### config.mk
export PLATFORM = sky130hd
export DESIGN_NAME = mac_result_collector_flat
export DESIGN_NICKNAME = d
export VERILOG_FILES = /design/src/rtl/mac_result_collector_if.sv /design/src/rtl/mac_result_collector.sv /design/src/flat_wrapper.sv
export SDC_FILE = /design/constraint.sdc
export NUM_CORES = 1
export LEC_CHECK = 0
export ABC_AREA = 0
export CORE_AREA = 2 2 99 101
export DETAILED_ROUTE_END_ITERATION = 8
export DIE_AREA = 0 0 101 103
export GPL_TIMING_DRIVEN = 0
export PLACE_DENSITY_LB_ADDON = 0.12
export SETUP_SLACK_MARGIN = 0.02
export SLEW_MARGIN = 0
export SYNTH_ARGS = -nofsm -noshare
export SYNTH_HDL_FRONTEND = slang
export SYNTH_SLANG_ARGS = --single-unit
### constraint.sdc
create_clock -name clk -period 2.6 [get_ports clk]
set_clock_uncertainty 0.15 [all_clocks]
set_input_delay 0.52 -clock clk [delete_from_list [all_inputs] [get_ports clk]]
set_output_delay 0.52 -clock clk [all_outputs]
set_load 0.005 [all_outputs]
### src/rtl/mac_result_collector_if.sv
// rtl/mac_result_collector_if.sv - result stream port of the MAC result collector
interface mac_result_collector_if #(
  parameter int DATA_W = 16,
  parameter int IDX_W  = 2
);
  logic              res_valid;
  logic              res_ready;
  logic [DATA_W-1:0] res_data;
  logic [IDX_W-1:0]  res_index;

  modport master (
    output res_valid,
    output res_data,
    output res_index,
    input  res_ready
  );

  modport slave (
    input  res_valid,
    input  res_data,
    input  res_index,
    output res_ready
  );
endinterface

### src/rtl/mac_result_collector.sv
// rtl/mac_result_collector.sv - splits a running MAC accumulator into dot-product results and queues them
module mac_result_collector #(
  parameter int DATA_W  = 16,
  parameter int DOT_LEN = 4,
  parameter int DEPTH   = 4
) (
  input  logic                   clk,
  input  logic                   reset,
  input  logic                   clear,
  input  logic                   in_valid,
  input  logic [DATA_W-1:0]      mac_out,
  mac_result_collector_if.master res,
  output logic                   full,
  output logic                   overflow,
  output logic                   frame_done
);

  localparam int IDX_W = $clog2(DEPTH);
  localparam int CNT_W = $clog2(DOT_LEN);
  localparam int OCC_W = IDX_W + 1;

  localparam logic [CNT_W-1:0] CNT_LAST = CNT_W'(DOT_LEN - 1);
  localparam logic [IDX_W-1:0] IDX_LAST = IDX_W'(DEPTH - 1);
  localparam logic [OCC_W-1:0] OCC_FULL = OCC_W'(DEPTH);

  typedef enum logic {
    ACCUM   = 1'b0,
    CAPTURE = 1'b1
  } state_t;

  state_t            state_q;
  state_t            state_d;
  logic              capture;

  logic [CNT_W-1:0]  cnt_q;
  logic [DATA_W-1:0] base_q;
  logic [IDX_W-1:0]  elem_idx_q;
  logic              overflow_q;
  logic              frame_done_q;

  logic [DATA_W-1:0] data_mem [DEPTH];
  logic [IDX_W-1:0]  idx_mem  [DEPTH];
  logic [IDX_W-1:0]  wr_ptr_q;
  logic [IDX_W-1:0]  rd_ptr_q;
  logic [OCC_W-1:0]  occ_q;

  logic              fifo_valid;
  logic              fifo_full;
  logic              pop;
  logic              push;
  logic [DATA_W-1:0] result;

  always_ff @(posedge clk or negedge reset) begin
    if (!reset) begin
      state_q <= ACCUM;
    end else begin
      state_q <= state_d;
    end
  end

  // clear wins over a capture that would otherwise commit this cycle
  always_comb begin
    state_d = state_q;
    capture = 1'b0;
    case (state_q)
      ACCUM: begin
        if (in_valid && (cnt_q == CNT_LAST)) begin
          state_d = CAPTURE;
        end
      end
      CAPTURE: begin
        capture = 1'b1;
        state_d = ACCUM;
      end
      default: state_d = ACCUM;
    endcase
    if (clear) begin
      state_d = ACCUM;
      capture = 1'b0;
    end
  end

  assign fifo_valid = (occ_q != '0);
  assign fifo_full  = (occ_q == OCC_FULL);
  assign pop        = fifo_valid && res.res_ready && !clear;
  assign push       = capture && !(fifo_full && !pop);
  assign result     = mac_out - base_q;

  always_ff @(posedge clk or negedge reset) begin
    if (!reset) begin
      cnt_q        <= '0;
      base_q       <= '0;
      elem_idx_q   <= '0;
      overflow_q   <= 1'b0;
      frame_done_q <= 1'b0;
    end else if (clear) begin
      cnt_q        <= '0;
      base_q       <= '0;
      elem_idx_q   <= '0;
      overflow_q   <= 1'b0;
      frame_done_q <= 1'b0;
    end else begin
      if (in_valid) begin
        cnt_q <= (cnt_q == CNT_LAST) ? '0 : cnt_q + 1'b1;
      end
      // base and index advance even when the result is dropped
      if (capture) begin
        base_q     <= mac_out;
        elem_idx_q <= elem_idx_q + 1'b1;
      end
      if (capture && !push) begin
        overflow_q <= 1'b1;
      end
      frame_done_q <= capture && (elem_idx_q == IDX_LAST);
    end
  end

  always_ff @(posedge clk) begin
    if (push) begin
      data_mem[wr_ptr_q] <= result;
      idx_mem[wr_ptr_q]  <= elem_idx_q;
    end
  end

  always_ff @(posedge clk or negedge reset) begin
    if (!reset) begin
      wr_ptr_q <= '0;
      rd_ptr_q <= '0;
      occ_q    <= '0;
    end else if (clear) begin
      wr_ptr_q <= '0;
      rd_ptr_q <= '0;
      occ_q    <= '0;
    end else begin
      if (push) begin
        wr_ptr_q <= wr_ptr_q + 1'b1;
      end
      if (pop) begin
        rd_ptr_q <= rd_ptr_q + 1'b1;
      end
      case ({push, pop})
        2'b10:   occ_q <= occ_q + 1'b1;
        2'b01:   occ_q <= occ_q - 1'b1;
        default: occ_q <= occ_q;
      endcase
    end
  end

  // head is gated so an empty queue presents zeros rather than stale storage
  assign res.res_valid = fifo_valid;
  assign res.res_data  = fifo_valid ? data_mem[rd_ptr_q] : '0;
  assign res.res_index = fifo_valid ? idx_mem[rd_ptr_q] : '0;
  assign full          = fifo_full;
  assign overflow      = overflow_q;
  assign frame_done    = frame_done_q;

endmodule

### src/flat_wrapper.sv
// flat-port wrapper written by rule: the top's interface ports become plain ports
module mac_result_collector_flat 
#(
  parameter int DATA_W  = 16,
  parameter int DOT_LEN = 4,
  parameter int DEPTH   = 4
)
  (clk, reset, clear, in_valid, mac_out, full, overflow, frame_done, res_res_valid, res_res_data, res_res_index, res_res_ready);
  mac_result_collector_if #(.DATA_W(DATA_W)) res_i ();
  input  logic clk;
  input  logic reset;
  input  logic clear;
  input  logic in_valid;
  input  logic [DATA_W-1:0] mac_out;
  output logic full;
  output logic overflow;
  output logic frame_done;
  output wire logic [$bits(res_i.res_valid)-1:0] res_res_valid;
  output wire logic [$bits(res_i.res_data)-1:0] res_res_data;
  output wire logic [$bits(res_i.res_index)-1:0] res_res_index;
  input wire logic [$bits(res_i.res_ready)-1:0] res_res_ready;
  assign res_res_valid = res_i.res_valid;
  assign res_res_data = res_i.res_data;
  assign res_res_index = res_i.res_index;
  assign res_i.res_ready = res_res_ready;
  mac_result_collector #(.DATA_W(DATA_W), .DOT_LEN(DOT_LEN), .DEPTH(DEPTH)) u_core (.clk(clk), .reset(reset), .clear(clear), .in_valid(in_valid), .mac_out(mac_out), .res(res_i), .full(full), .overflow(overflow), .frame_done(frame_done));
endmodule
==> flow_summary.yaml <==
synthesis:
  synth_top_area_cell: "edfxtp_1"
  synth_top_area_share_pct: 43.1
  synth_area_per_cell_um2: 13.3
  syn_inst: 376
  yosysSeqAreaShare_pct: 58.1
  syn_area_um2: 5010
  synth_area_leaders: "edfxtp_1, dfrtp_1, mux4_2"
  synthFlopType: "edfxtp_1"
  yosysUniqueCellTypes: 44
  ys.warnings.count: 0
  synthArstFlopShare_pct: 29.4
  synth_fp_nets: 420
  synth-edff-count: 72
  synth_seq_cells: 102
detailed_routing:
  drc_errors: 0
  post_drt_wl_per_cell_um: 17.4
  vias_per_cell: 5.62
  totalWireLength_um: 9750
  firstDrtPassIters: 4
  first_iter_violations: 115
  antenna_left: 0
  via_count: 3146
grt:
  track_usage_pct: 20.1
  grt_overflow_total: 0
  grt_pass1_wl_um: 15900
  antenna_found_initial: 0
  grt_max_degree: 31
  first_global_vias: 3148
floorplanning:
  io_pins: 43
  die_y_um: 103
  core_um2: 9460
  start_util_pct: 53.0
  die_w_um: 101
  row_count: 36
  design.die.area_um2: 10400
sta:
  hold_viol_final: 0
  min_period_over_period_pct: 98.0
  setup_tns_ns: 0
  min_period_ns: 2.55
  report.final.setup_viol: 0
  rsz0062_at_grt: "yes"
  tightest_slew_ns: 0.715
  maxSlewViolCount: 0
  fmax_mhz: 393
  slew-limit-headroom_pct: 52.4
clock_network:
  cts_sinks: 102
  cts.clk_slew.worst_paths_ns: 0.11
  clk_latency_ns: 0.37
  cts_hold_buf: 0
  cts_tree: "yes"
  root_buffer: "clkbuf_8"
  clock_path_buffers: 2
  ctsHtreeMaxLevel: 3
  cts_made_buffers: 9
cells_and_area:
  fin_nets: 485
  nFillCells: 702
  multiInputGateArea_um2: 2150
  area.growth.synth_to_final_pct: 23.4
  final_util_pct: 65.4
  most-common-layout-cells: "edfxtp_1, nor2_1, inv_1, dfrtp_1, mux2i_1"
  diodes: 0
  drive_above_1_share_pct: 22.4
  seq_area_um2: 2920
  final_common_cell: "edfxtp_1"
place:
  hpwl_um: 6430
  gp_congestion: 0.891
  port_buffers: 41
pwr:
  power_density_nw_per_um2: 494
  cellLeakagePower_nw: 2.39
  ir_drop_mv: 0.247
worst_setup_path:
  crit_path_cell_trace: "buf_6, buf_12, buf_4, mux4_2, and2_1, dlymetal6s2s_1"
  worstSetupStartpointType: "register"
  cp-end-kind: "primary output"
  crit_type: "reg -> out"
  slowest_delay_ns: 0.44
  required_ns: 1.93
  cp_max_fo: 4
  crit_slowest_cell: "dfrtp_2"
  arrival_ns: 1.88
status:
  status: "complete, no violations"
run:
  cap_viol_max_count: 0
hold_path:
  hp-class: "in -> async"
[layer usage]
| metal | GRT usage (%) | vias to the layer above | share of wire [%] |
|---|---|---|---|
| met3 | 3.12 | 8 | 3.7 |
| met5 | 0 | - | 0 |
| met1 | 27.9 | 1554 | 45 |
| li1 | - | 1510 | - |
| met4 | 5.93 | 0 | 0.97 |
| met2 | 33.5 | 74 | 51 |
[cell type report]
| cell class | count | area share (%) |
|---|---|---|
| Sequential cell | 102 | 47.2 |
| Timing Repair Buffer | 54 | 9.02 |
| Tap cell | 114 | 2.31 |
| Clock buffer | 10 | 2.22 |
| Multi-Input combinational cell | 233 | 34.7 |
| Buffer | 14 | 1.92 |
| Inverter | 27 | 1.64 |
| Clock inverter | 6 | 1.01 |
[power breakdown]
part	internal (mW)	total, mW	switching (mW)
Sequential	1.76	1.77	0.00387
Combinational	0.132	0.301	0.168
Clock	0.402	0.987	0.585
[final timing paths]
path	startpoint	to	slack, ns	cells past startpoint
worst max-delay path	u_core.rd_ptr_q[0]	res_res_data[8]	0.05	6
worst min-delay path	reset	u_core.overflow	0.04	1
worst max register to register	u_core.base_q[6]	u_core.data_mem[1][15]	0.13	8
worst min register to register	u_core.overflow	u_core.overflow	0.36	2
max in group asynchronous	reset	u_core.rd_ptr_q[0]	1.75	1
min in group clk	mac_out[1]	u_core.base_q[1]	0.34	3
[worst max-delay path: cells and delay by family, from the launching register on]
kind                   cells  cell delay [ns]
buffers and inverters      4             0.53
flip-flops                 1             0.44
multiplexers               1             0.40
AND/OR/NAND/NOR            1             0.16
[flip-flops by register name, summed over array words and instances (netlist names)]
signal,cells
u_core.cnt_q,2
u_core.frame_done,1
u_core.state_q,1
u_core.base_q,16
u_core.wr_ptr_q,2
u_core.occ_q,3
u_core.rd_ptr_q,2
u_core.data_mem,64
u_core.elem_idx_q,2
u_core.idx_mem,8
u_core.overflow,1
[cells in the mapped netlist, types with 9 or more instances]
cell / instances
a21oi_1: 13
and2_1: 23
dfrtp_1: 30
edfxtp_1: 72
ha_1: 21
inv_1: 27
mux2i_1: 22
mux4_2: 18
nand2_1: 12
nor2_1: 34
nor3_1: 9
xnor2_1: 11
[kinds of logic after synthesis]
group | share of synthesized area, %
and+or+nand+nor | 10.4
muxes | 12.5
buffers and inverters | 3.37
DFF | 58.1
adders and majority gates | 6.04
AOI/OAI and AO/OA | 6.84
xor gates and xnor gates | 2.80
[repair_timing]
item	in CTS	in global routing
buffers inserted	4	7
setup endpoints to repair	120	106
pin swaps	11	7
cloned	0	2
resized for setup	53	52
[through the flow]
stage | hold WS (ns) | instance area (um^2) | total power [mW] | cells | setup WS (ns)
floorplan | 0.0744 | 5010 | 1.96 | 376 | 0.134
global placement | 0.340 | 5570 | 2.05 | 531 | -0.625
detailed placement | 0.343 | 5560 | 2.06 | 531 | -0.668
CTS | 0.0591 | 5940 | 3.05 | 551 | -0.153
global route | 0.0904 | 6190 | 3.18 | 560 | -0.00829
finish | 0.0413 | 6190 | 3.06 | 560 | 0.0530
Note: power is estimated with default switching activity, not from simulation.
